==> src/rtl/axi_read_arbiter.sv <==
// axi_read_arbiter
//   Shares one AXI4 read channel between NUM_PORTS internal requesters
//   (command fetch, TMU0, TMU1, framebuffer readback).
//   AR side: round-robin arbitration. The winning request is registered onto
//   m_axi_ar* with the port index placed in the upper ID bits.
//   R side: a purely combinational router keyed on m_axi_rid.
//
// Ports:
//   aclk, resetn        clock; asynchronous active-low reset
//   s_axi_ar*           per-port read address requests, port p at slice p
//   s_axi_r*            per-port read data returns (rdata/rresp/rlast broadcast)
//   m_axi_ar*           registered master read address channel
//   m_axi_r*            master read data channel
//
// Optional feature macro: AXI_READ_ARBITER_OUTSTANDING_LIMIT_EN
//   When defined, each port is limited to MAX_OUTSTANDING bursts in flight.
module axi_read_arbiter #(
  parameter int NUM_PORTS       = 4,
  parameter int ADDR_WIDTH      = 32,
  parameter int ID_WIDTH        = 8,
  parameter int DATA_WIDTH      = 32,
  parameter int MAX_OUTSTANDING = 4,
  localparam int PORT_BITS      = $clog2(NUM_PORTS),
  localparam int S_ID_WIDTH     = ID_WIDTH - PORT_BITS
) (
  input  logic                            aclk,
  input  logic                            resetn,
  input  logic [NUM_PORTS*S_ID_WIDTH-1:0] s_axi_arid,
  input  logic [NUM_PORTS*ADDR_WIDTH-1:0] s_axi_araddr,
  input  logic [NUM_PORTS*8-1:0]          s_axi_arlen,
  input  logic [NUM_PORTS*3-1:0]          s_axi_arsize,
  input  logic [NUM_PORTS*2-1:0]          s_axi_arburst,
  input  logic [NUM_PORTS-1:0]            s_axi_arvalid,
  output logic [NUM_PORTS-1:0]            s_axi_arready,
  output logic [NUM_PORTS*S_ID_WIDTH-1:0] s_axi_rid,
  output logic [NUM_PORTS*DATA_WIDTH-1:0] s_axi_rdata,
  output logic [NUM_PORTS*2-1:0]          s_axi_rresp,
  output logic [NUM_PORTS-1:0]            s_axi_rlast,
  output logic [NUM_PORTS-1:0]            s_axi_rvalid,
  input  logic [NUM_PORTS-1:0]            s_axi_rready,
  output logic [ID_WIDTH-1:0]             m_axi_arid,
  output logic [ADDR_WIDTH-1:0]           m_axi_araddr,
  output logic [7:0]                      m_axi_arlen,
  output logic [2:0]                      m_axi_arsize,
  output logic [1:0]                      m_axi_arburst,
  output logic                            m_axi_arlock,
  output logic [3:0]                      m_axi_arcache,
  output logic [2:0]                      m_axi_arprot,
  output logic                            m_axi_arvalid,
  input  logic                            m_axi_arready,
  input  logic [ID_WIDTH-1:0]             m_axi_rid,
  input  logic [DATA_WIDTH-1:0]           m_axi_rdata,
  input  logic [1:0]                      m_axi_rresp,
  input  logic                            m_axi_rlast,
  input  logic                            m_axi_rvalid,
  output logic                            m_axi_rready
);

  if (NUM_PORTS < 2 || NUM_PORTS > 4 || MAX_OUTSTANDING < 1) begin : g_bad_params
    $error("axi_read_arbiter: NUM_PORTS must be 2..4 and MAX_OUTSTANDING >= 1");
  end

  typedef enum logic {IDLE, ISSUE} state_t;

  state_t                 state, state_nxt;
  logic [PORT_BITS-1:0]   last_grant;
  logic [PORT_BITS-1:0]   winner;
  logic [PORT_BITS-1:0]   cand;
  logic                   win_valid;
  logic [NUM_PORTS-1:0]   eligible;
  logic                   grant;

  // R router select and validity
  logic [PORT_BITS-1:0]   sel;
  logic                   mapped;

  assign sel    = m_axi_rid[ID_WIDTH-1 -: PORT_BITS];
  assign mapped = (32'(sel) < NUM_PORTS);

`ifdef AXI_READ_ARBITER_OUTSTANDING_LIMIT_EN
  localparam int CNT_W = $clog2(MAX_OUTSTANDING + 1);

  logic [CNT_W-1:0]     outstanding [NUM_PORTS];
  logic [NUM_PORTS-1:0] cnt_inc, cnt_dec;
  logic [PORT_BITS-1:0] ar_port;

  assign ar_port = m_axi_arid[ID_WIDTH-1 -: PORT_BITS];

  always_comb begin
    for (int unsigned p = 0; p < NUM_PORTS; p++) begin
      cnt_inc[p]  = m_axi_arvalid && m_axi_arready && (ar_port == PORT_BITS'(p));
      cnt_dec[p]  = m_axi_rvalid && m_axi_rready && m_axi_rlast && mapped &&
                    (sel == PORT_BITS'(p));
      eligible[p] = s_axi_arvalid[p] && (outstanding[p] != CNT_W'(MAX_OUTSTANDING));
    end
  end

  always_ff @(posedge aclk or negedge resetn) begin
    if (!resetn) begin
      for (int unsigned p = 0; p < NUM_PORTS; p++) outstanding[p] <= '0;
    end else begin
      for (int unsigned p = 0; p < NUM_PORTS; p++) begin
        if (cnt_inc[p] && !cnt_dec[p])      outstanding[p] <= outstanding[p] + 1'b1;
        else if (cnt_dec[p] && !cnt_inc[p]) outstanding[p] <= outstanding[p] - 1'b1;
      end
    end
  end
`else
  assign eligible = s_axi_arvalid;
`endif

  // Round-robin search upward from last_grant+1, wrapping at NUM_PORTS-1.
  always_comb begin
    win_valid = 1'b0;
    winner    = '0;
    cand      = '0;
    for (int unsigned i = 1; i <= NUM_PORTS; i++) begin
      cand = PORT_BITS'((32'(last_grant) + i) % NUM_PORTS);
      if (!win_valid && eligible[cand]) begin
        win_valid = 1'b1;
        winner    = cand;
      end
    end
  end

  // Gated on resetn so no requester sees a handshake while reset is held.
  assign grant = (state == IDLE) && win_valid && resetn;

  always_comb begin
    state_nxt     = state;
    s_axi_arready = '0;
    case (state)
      IDLE: begin
        if (grant) begin
          s_axi_arready[winner] = 1'b1;
          state_nxt             = ISSUE;
        end
      end
      ISSUE: begin
        if (m_axi_arready) state_nxt = IDLE;
      end
      default: state_nxt = IDLE;
    endcase
  end

  always_ff @(posedge aclk or negedge resetn) begin
    if (!resetn) begin
      state         <= IDLE;
      last_grant    <= PORT_BITS'(NUM_PORTS - 1);
      m_axi_arid    <= '0;
      m_axi_araddr  <= '0;
      m_axi_arlen   <= '0;
      m_axi_arsize  <= '0;
      m_axi_arburst <= '0;
    end else begin
      state <= state_nxt;
      if (grant) begin
        last_grant    <= winner;
        m_axi_arid    <= {winner, s_axi_arid[winner*S_ID_WIDTH +: S_ID_WIDTH]};
        m_axi_araddr  <= s_axi_araddr[winner*ADDR_WIDTH +: ADDR_WIDTH];
        m_axi_arlen   <= s_axi_arlen[winner*8 +: 8];
        m_axi_arsize  <= s_axi_arsize[winner*3 +: 3];
        m_axi_arburst <= s_axi_arburst[winner*2 +: 2];
      end
    end
  end

  assign m_axi_arvalid = (state == ISSUE);
  assign m_axi_arlock  = 1'b0;
  assign m_axi_arcache = '0;
  assign m_axi_arprot  = '0;

  // R router: unmapped IDs are accepted and dropped so the channel never stalls.
  always_comb begin
    for (int unsigned p = 0; p < NUM_PORTS; p++)
      s_axi_rvalid[p] = m_axi_rvalid && mapped && (sel == PORT_BITS'(p));
    m_axi_rready = mapped ? s_axi_rready[sel] : 1'b1;
  end

  assign s_axi_rid   = {NUM_PORTS{m_axi_rid[S_ID_WIDTH-1:0]}};
  assign s_axi_rdata = {NUM_PORTS{m_axi_rdata}};
  assign s_axi_rresp = {NUM_PORTS{m_axi_rresp}};
  assign s_axi_rlast = {NUM_PORTS{m_axi_rlast}};

endmodule
==> config.mk <==
export PLATFORM = sky130hd
export DESIGN_NAME = axi_read_arbiter
export DESIGN_NICKNAME = d
export VERILOG_FILES = /design/src/rtl/axi_read_arbiter.sv
export SDC_FILE = /design/constraint.sdc
export NUM_CORES = 1
export LEC_CHECK = 0
export ABC_AREA = 1
export CAP_MARGIN = 20
export CORE_AREA = 3 3 189 191
export DETAILED_ROUTE_END_ITERATION = 12
export DIE_AREA = 0 0 192 194
export PLACE_DENSITY = 0.51
export SYNTH_ARGS = -nofsm -noshare
export SYNTH_HDL_FRONTEND = slang
export SYNTH_SLANG_ARGS = --single-unit
==> constraint.sdc <==
create_clock -name aclk -period 5.65 [get_ports aclk]
set_input_delay 0.8475 -clock aclk [delete_from_list [all_inputs] [get_ports aclk]]
set_output_delay 0.8475 -clock aclk [all_outputs]
set_load 0.01 [all_outputs]
* After elaboration in Yosys (flattened, before gate mapping)
Index checks and enable logic that the tools add are counted.
** Operators by class
- Add/subtract/negate cells :: 4
- $mul :: 2
- $lt $le $gt $ge :: 7
- Equality and inequality tests :: 3
- Shift-type cells :: 5
- Muxes and demuxes :: 25
- Bitwise operators :: 1
- Reduce and logical (&&, ||, !) cells :: 14
** Operators with widths (count)
- variable part select 128 x 8 -> 32 bit :: 1
- variable part select 32 x 6 -> 8 bit :: 1
- variable part select 24 x 6 -> 6 bit :: 1
- < comparator 2 x 3 -> 1 bit, second input constant :: 6
- two-way mux 1 bit :: 12
- variable part select 12 x 5 -> 3 bit :: 1
- binary-select mux 1 bit (select 2 bit) :: 5
- logical AND 1 bit :: 10
- multiplier 2 x 2 -> 4 bit, second input constant :: 2
- two-way mux 2 bit :: 4
- two-way mux 4 bit :: 2
- variable part select 8 x 4 -> 2 bit :: 1
- adder 2 x 1 -> 2 bit, second input constant :: 2
- adder 2 bit, second input constant :: 2
- == test 2 bit, second input constant :: 2
- zero test 1 bit :: 3
- demux 1 bit (select 2 bit) :: 1
- == test 2 x 1 -> 1 bit, second input constant :: 1
- >= comparator 2 x 1 -> 1 bit, second input constant :: 1
- zero test 2 bit :: 1
- case mux 1 bit (2 select lines) :: 1
- NOT 1 bit :: 1
** Word-level totals
- Flip-flop bits (word level) :: 56
- Output and inout bits :: 235

* Longest topological paths before layout
Gate-level depths: netlist (run 1).
- Depth after elaboration :: 19
- Gate-level depth with buffers :: 18
- Depth with buffers taken out :: 14

* Worst setup path after synthesis (run 1)
OpenSTA, ideal clock, no wires.
- Path kind :: input to output
- From :: input port s_axi_arvalid[1]
- To :: output port s_axi_arready[0]
- Arrival :: 2044 ps
- Path slack :: 2758 ps
- Cell stages on the path :: 11
- Path through :: nand2_1 > nand2_1 > nand2_1 > nand2_2 > nor2_4 > nand3_2 > nand2_2 > nand2_4 > buf_6 > buf_6 > nor3_1
** On the way
- Word-level cells in the longest chain between the ends :: 18
- Elaborated cells between the ends (all ways) :: 31
- Classes of those cells :: 2 x order compare; 20 x mux; 9 x reduce/logical
** RTL lines
- start, declared :: RTL line 33 : input logic [NUM_PORTS-1:0] s_axi_arvalid,
- binary-select mux 1 bit (select 2 bit) :: RTL line 119 : if (!win_valid && eligible[cand]) begin
- two-way mux 1 bit (not written as such) :: RTL line 119
- two-way mux 1 bit :: RTL line 119
- zero test 1 bit :: RTL line 119
- logical AND 1 bit :: RTL line 119
- two-way mux 1 bit :: RTL line 119
- zero test 1 bit :: RTL line 119
- logical AND 1 bit :: RTL line 119
- [2 not listed]
- logical AND 1 bit :: RTL line 119
- two-way mux 2 bit :: RTL line 119
- < comparator 2 x 3 -> 1 bit (not written as such) or >= comparator 2 x 1 -> 1 bit (tied branches) :: RTL line 135 : s_axi_arready[winner] = 1'b1;
- logical AND 1 bit (not written as such) :: RTL line 135
- two-way mux 1 bit (not written as such) :: RTL line 135
- demux 1 bit (select 2 bit) :: RTL line 135
- two-way mux 4 bit * :: RTL line 134 : if (grant) begin
- two-way mux 4 bit * :: RTL line 132 : case (state)
- end, declared :: RTL line 34 : output logic [NUM_PORTS-1:0] s_axi_arready,
Every way passes the cells marked *; elsewhere a longest branch is shown, timed or not. The select of a mux whose other input is x is not followed.

* Worst setup path after layout (run 1)
- From :: input port s_axi_arvalid[2]
- To :: output port s_axi_arready[3]
Same word-level chain as after synthesis.

==> flow_summary_export.csv, run 1 <==
group,metric,value,unit
timing,drv_slew,0,
yosys,seq_area_frac_synth,0.2541,
timing,rsz0062_at_grt,"false",
yosys,yosys.area.top_type,"buf_4",
layout,fillerInstances,3854,
pwr,power_density,623.6,nW/um^2
timing,fmaxAchievable,240.2,MHz
clock_tree,cts_inserted_buffers,5,
worst_setup_path,arrival,3.32,ns
hold_path,hold_path_class,"in -> async",
worst_setup_path,cp.required,4.80,ns
layout,seqCellArea,1404,um^2
worst_setup_path,r2r-end,"last_grant[0]$_DFFE_PN1P_",
clock_tree,cts_tree,"done",
die,die_h,194,um
pwr,ir_drop,383.7,uV
die,dieArea,37250,um^2
worst_setup_path,r2r.worst_path.cells,13,
grt,grt_overflow,0,
worst_setup_path,reg2reg_from,"last_grant[0]$_DFFE_PN1P_",
yosys,ys_types,23,
timing,fin_crit,4.163,ns
timing,post-route-period-util,0.7368,
worst_setup_path,start_kind,"primary input",
detailed_routing,antenna_left,0,
detailed_routing,drc,0,
worst_setup_path,critical_path_class,"in -> out",
clock_tree,post_cts_buffers,0,
timing,tightest_slew,0.6994,ns
timing,setup_viol,0,
detailed_routing,wl_per_cell,16.81,um
grt,antenna_found_initial,0,
yosys,yosysWarnings,0,
die,start_util,0.1611,
timing,timing.hold.ws,0.4470,ns
die,core_area,34290,um^2
yosys,synth_area_per_cell,6.600,um^2
timing,max_slew_margin,0.5338,
layout,drive_gt1_frac,0.03934,
clock_tree,clk_pin_slew,0.07,ns
clock_tree,cts-root-buf,"clkbuf_16",
worst_setup_path,endpoint_kind,"primary output",
detailed_routing,firstDrtPassIters,6,
outcome,status,"finished, final reports clean",
grt,grt_first_pass_wirelength,33220,um
worst_setup_path,r2r_slack,2.76,ns
grt,grt_usage,0.1167,
detailed_routing,finalWirelength,23030,um
grt,grt_pass1_vias,5614,
detailed_routing,num_vias,5491,
yosys,ys_top_cells_by_area,"buf_4 (24%), dfrtp_1 (24%), nand3_1 (24%)",
clock_tree,clkLatencyLatePin,0.31,ns
grt,grt_max_degree,103,
layout,diodes,0,
die,fp.dieW,192,um
die,io_pins,494,
yosys,synthCells,837,
yosys,syn-cell-area,5524,um^2
layout,syn_to_final_growth,36.87,%
job,cap_violations,0,
detailed_routing,post_drt_via_cell_ratio,4.008,
clock_tree,ctsHoldBuffers,0,
timing,finalClockSkew,0.01038,ns
layout,multiInputGateArea,2435,um^2
clock_tree,ctsResizeCount,0,
die,rows,68,
timing,fin_ws,1.487,ns
clock_tree,clock_path_buffers,2,
clock_tree,clock-sinks,56,
place,dp_hpwl,16670,um
timing,setup-tns-final,0,ns
yosys,yosys.area.top_type_share,0.2446,
detailed_routing,first_iter_violations,198,
layout,final_nets,1173,
place,portBuffers,280,
place,pre_cts_slack,1.463,ns
clock_tree,htreeDepth,2,
pwr,leakage,0.003296,uW
timing,hold_viol_final,0,
worst_setup_path,worstPathMaxFanout,20,
place,gpl.final_weighted_congestion,0.7667,
yosys,ys_ff_latch,56,
-- state kept, by name (all words and copies together), names as in the netlist --
name,flops
last_grant,2
m_axi_araddr,32
m_axi_arburst,2
m_axi_arid,8
m_axi_arlen,8
m_axi_arsize,3
m_axi_arvalid,1
-- per-stage QoR --
step / instance area (um^2) / util / instances / power, uW
4_1_cts: 7506 / 0.2189 / 1368 / 4787
6_report: 7561 / 0.2205 / 1370 / 4715
2_1_floorplan: 5550 / - / 844 / 3294
3_3_place_gp: 7342 / 0.2141 / 1360 / 4361
5_1_grt: 7561 / 0.2205 / 1370 / 5241
3_5_place_dp: 7342 / 0.2141 / 1360 / 4382
-- cells by family (layout without fill, tap and decap cells) --
| family | Yosys count | count (layout) | synth area share |
|---|---|---|---|
| buffers and inverters | 245 | 316 | 0.3121 |
| other | 1 | 8 | 0.0006789 |
| AO/OA/AOI/OAI | 4 | 4 | 0.003850 |
| AND/OR/NAND/NOR | 531 | 531 | 0.4292 |
| flip-flops | 56 | 56 | 0.2541 |
-- worst max path at each step --
stage | from | to
finish | s_axi_arvalid[2] | s_axi_arready[3]
global route | s_axi_arvalid[0] | s_axi_arready[0]
CTS | s_axi_arvalid[2] | s_axi_arready[3]
floorplan | s_axi_arvalid[1] | s_axi_arready[0]
detailed placement | s_axi_arvalid[1] | s_axi_arready[0]
global placement | s_axi_arvalid[1] | s_axi_arready[3]
-- where the power goes --
group	switching (uW)	total, uW	internal, uW	leakage, uW
Combinational	2290	3610	1320	0.00253
Clock	159	368	210	0.0000808
Sequential	120	735	616	0.000687
-- routing by layer --
metal  vias to the layer above  part of all wire  track usage
met4                         0             0.043      0.05424
met5                         -                 0            0
met2                       229              0.52       0.2162
met1                      2492              0.37       0.1244
met3                        73             0.073      0.02513
li1                       2697                 -            -
-- synth_stat cells (all sizes together) --
| master | instances |
|---|---|
| nand3 | 263 |
| nand2 | 252 |
| buf | 226 |
| dfrtp | 54 |
| inv | 17 |
| nor2 | 10 |
| nor3 | 5 |
| o21ai | 3 |
| clkbuf | 2 |
| dfstp | 2 |
| a31oi | 1 |
| conb | 1 |
| nand4 | 1 |
-- critical path, stage by stage --
cell,delay [ns]
clkdlybuf4s50_1,0.50
nand2_1,0.06
nand2_1,0.09
nand2_1,0.07
nand2_1,0.11
inv_1,0.08
nand3_2,0.12
nand2_1,0.06
inv_1,0.07
nand2_2,0.06
inv_2,0.31
nand2_1,0.20
nor2_1,0.16
clkdlybuf4s50_1,0.57
-- cell usage in the layout (no fill, tap or decap), types with 2 or more instances in the layout --
cell type and count:
dfstp_2 2, nor3_1 5, nand2_2 3, buf_16 2
nor2_1 7, nor2_4 2, clkbuf_16 5, inv_2 4
inv_1 12, buf_4 10, clkdlybuf4s50_1 279, nand2_1 246
nand2_4 3, conb_1 8, nand3_1 262, o21ai_0 2
dfrtp_1 54
-- area by class of cell --
type	instances	share of cell area
sequential	56	0.1857
tap	455	0.07529
multi-input combinational	543	0.3220
clock inverter	2	0.004633
inverter	17	0.008770
clock buffer	6	0.01704
timing repair buffer	291	0.3866
Note: power is estimated with default switching activity, not from simulation.
==> run 2: changes to the inputs <==
- CORE_AREA: 3 3 189 191 -> 3 3 190 192
- DIE_AREA: 0 0 192 194 -> 0 0 193 195
- PLACE_DENSITY: 0.51 -> 0.52
- clock period: 5.65 -> 3.75 ns (I/O delays scaled with it)
==> run 2 against run 1 <==
Compared with the run above: utilization shrank 0.17 points; flip-flop and latch count stayed put; global-route usage barely moved; wire length rose by 1.0%; final area about the same; via count grew 1.2%; clock power up 61%; die area grew 1.0%; sequential power is 51% higher; total power grew 51%; critical endpoint is now s_axi_arready[2]; highest routed layer is now met5.
==> flow_summary_export.csv, run 2 (same netlist as run 1, synthesis figures left out) <==
group,metric,value,unit
worst_setup_path,worst_path_most_repeated_cell,"nand2_1",
die,fp.dieW,193,um
detailed_routing,wl_per_cell,16.94,um
worst_setup_path,crit_end,"s_axi_arready[2]",
detailed_routing,post_drt_via_cell_ratio,4.048,
worst_setup_path,path_depth,13,
clock_tree,cts-root-buf,"clkbuf_16",
grt,grt_pass1_vias,5456,
layout,top_register,"m_axi_araddr",
place,portBuffers,280,
detailed_routing,drc,0,
clock_tree,clock-sinks,56,
grt,grt_first_pass_wirelength,33640,um
timing,fin_crit,3.355,ns
pwr,combinationalPowerShare,0.761,
timing,drv_slew,0,
worst_setup_path,r2r.worst_path.cells,13,
timing,hold_viol_final,0,
timing,setup-tns-final,0,ns
place,placed_area,7392,um^2
place,gpl.final_weighted_congestion,0.7628,
timing,max_slew_margin,0.2421,
pwr,ir_drop,661.5,uV
grt,antenna_found_initial,1,
worst_setup_path,max_stage_delay,0.63,ns
timing,timing.hold.ws,0.04032,ns
timing,tightest_slew,1.137,ns
worst_setup_path,crit_chain,"inv_2 > nand2_1 > nand2_1 > nand2_1 > nand2_2 > nor2_4 > nand2_1 > nor2_1 > nor2_4 > inv_4 > nand2_1 > nor2_1 > clkdlybuf4s50_1",
pwr,power_density,939.3,nW/um^2
layout,final_cell_count_no_fill,1373,
detailed_routing,first_iter_violations,236,
worst_setup_path,reg2reg_from,"last_grant[0]$_DFFE_PN1P_",
worst_setup_path,cp_slowest_cell,"dfstp_2",
worst_setup_path,r2r-end,"m_axi_arsize[1]$_DFFE_PN0P_",
job,cap_violations,0,
worst_setup_path,cp.required,3.19,ns
layout,largest_reg_flops,32,
clock_tree,clock_path_buffers,2,
worst_setup_path,arrival,2.79,ns
pwr,p_int,3228,uW
timing,post-route-period-util,0.8948,
clock_tree,htreeDepth,2,
worst_setup_path,critical_path_class,"reg -> out",
worst_setup_path,worstPathMaxFanout,11,
layout,syn_to_final_growth,36.85,%
grt,grt_max_degree,103,
detailed_routing,antenna_left,0,
die,dieArea,37640,um^2
worst_setup_path,endpoint_kind,"primary output",
clock_tree,ctsResizeCount,0,
die,rows,68,
pwr,clkPwrFrac,0.083,
pwr,p_switching,3873,uW
layout,reg_top3,"m_axi_araddr: 32 flops, m_axi_arid: 8 flops, m_axi_arlen: 8 flops",
grt,grt_usage,0.1170,
hold_path,hold_path_class,"in -> async",
detailed_routing,firstDrtPassIters,5,
detailed_routing,finalWirelength,23260,um
grt,grt_overflow,0,
layout,final_nets,1176,
layout,final_common_cell,"clkdlybuf4s50_1",
clock_tree,cts_inserted_buffers,5,
clock_tree,ctsHoldBuffers,0,
detailed_routing,num_vias,5558,
die,core_area,34540,um^2
layout,stdcell_area,7560,um^2
die,io_pins,494,
die,die_h,195,um
worst_setup_path,critical-path-top-delay-family,"simple AND/OR/NAND/NOR gates",
pwr,swShare,0.5454,
layout,final_cell_mix,"clkdlybuf4s50_1 (279), nand3_1 (262), nand2_1 (246)",
timing,rsz0062_at_grt,"false",
timing,fmaxAchievable,298.0,MHz
clock_tree,clkLatencyLatePin,0.32,ns
clock_tree,clk_pin_slew,0.08,ns
place,dp_cells,1365,
pwr,leakage,0.003298,uW
worst_setup_path,start_kind,"flip-flop",
outcome,status,"finished, final reports clean",
clock_tree,cts_tree,"done",
place,dp_hpwl,17470,um
layout,diodes,0,
worst_setup_path,critPathBufInv,3,
timing,setup_viol,0,
layout,drive_gt1_frac,0.04248,
timing,finalClockSkew,0.01250,ns
pwr,power.total,7101,uW
worst_setup_path,startpoint,"last_grant[0]$_DFFE_PN1P_",
worst_setup_path,r2r_slack,0.74,ns
die,start_util,0.1599,
clock_tree,post_cts_buffers,0,
pwr,seq_power_share,0.156,
-- run 2: cell count changes in the layout (fill, tap and decap cells not counted), sizes merged --
cell / before / now
buf: 12 / 15
clkinv: 1 / 0
inv: 17 / 18
-- run 2: layer usage --
layer	track usage	share of wire
met1	0.1314	0.38
met2	0.2114	0.51
met3	0.03142	0.082
met4	0.04072	0.030
met5	0	0.00056
-- run 2: power by group through the flow --
| stage | sequential, uW | combinational [uW] | clock, uW |
|---|---|---|---|
| after CTS | 1110 | 5540 | 635 |
| after global placement | 1110 | 5510 | 0 |
| after detailed placement | 1110 | 5540 | 0 |
| final | 1110 | 5400 | 591 |
| after floorplan | 1220 | 3740 | 0 |
| after global routing | 1150 | 6050 | 653 |
-- run 2: metrics by stage --
stage,utilization,worst slack [ns]
2_1_floorplan,-,1.195
3_3_place_gp,0.2140,0.4628
3_5_place_dp,0.2140,0.4294
4_1_cts,0.2189,0.3258
5_1_grt,0.2189,0.1500
6_report,0.2189,0.3945
-- run 2: final cells by class --
class                      count  area (um^2)
inverter                      17        66.31
timing repair buffer         294         2918
clock buffer                   6        128.9
tap                          455        569.3
sequential                    56         1404
fill                        3920        26980
multi-input combinational    543         2435
clock inverter                 2        38.79
-- run 2: worst min path at each step --
| stage | startpoint | depth (start not counted) | slack [ns] | endpoint |
|---|---|---|---|---|
| 2_1_floorplan | resetn | 0 | 0.27 | m_axi_araddr[0]$_DFFE_PN0P_ |
| 3_3_place_gp | resetn | 1 | 0.37 | m_axi_arlen[6]$_DFFE_PN0P_ |
| 3_5_place_dp | resetn | 1 | 0.36 | m_axi_arlen[6]$_DFFE_PN0P_ |
| 4_1_cts | resetn | 1 | 0.01 | m_axi_arlen[6]$_DFFE_PN0P_ |
| 5_1_grt | resetn | 1 | 0.01 | m_axi_arlen[6]$_DFFE_PN0P_ |
| 6_report | resetn | 1 | 0.04 | m_axi_arlen[6]$_DFFE_PN0P_ |
-- run 2: worst reg2reg max path, stage by stage, from the launching register on --
cell,delay [ns]
dfstp_2,0.63
inv_2,0.16
nand2_1,0.10
nand2_1,0.08
nand2_1,0.10
nand2_2,0.09
nor2_4,0.12
nand3_2,0.13
nand2_4,0.11
buf_4,0.80
nand3_1,0.33
nand3_1,0.15
nand3_1,0.08
nand2_1,0.07
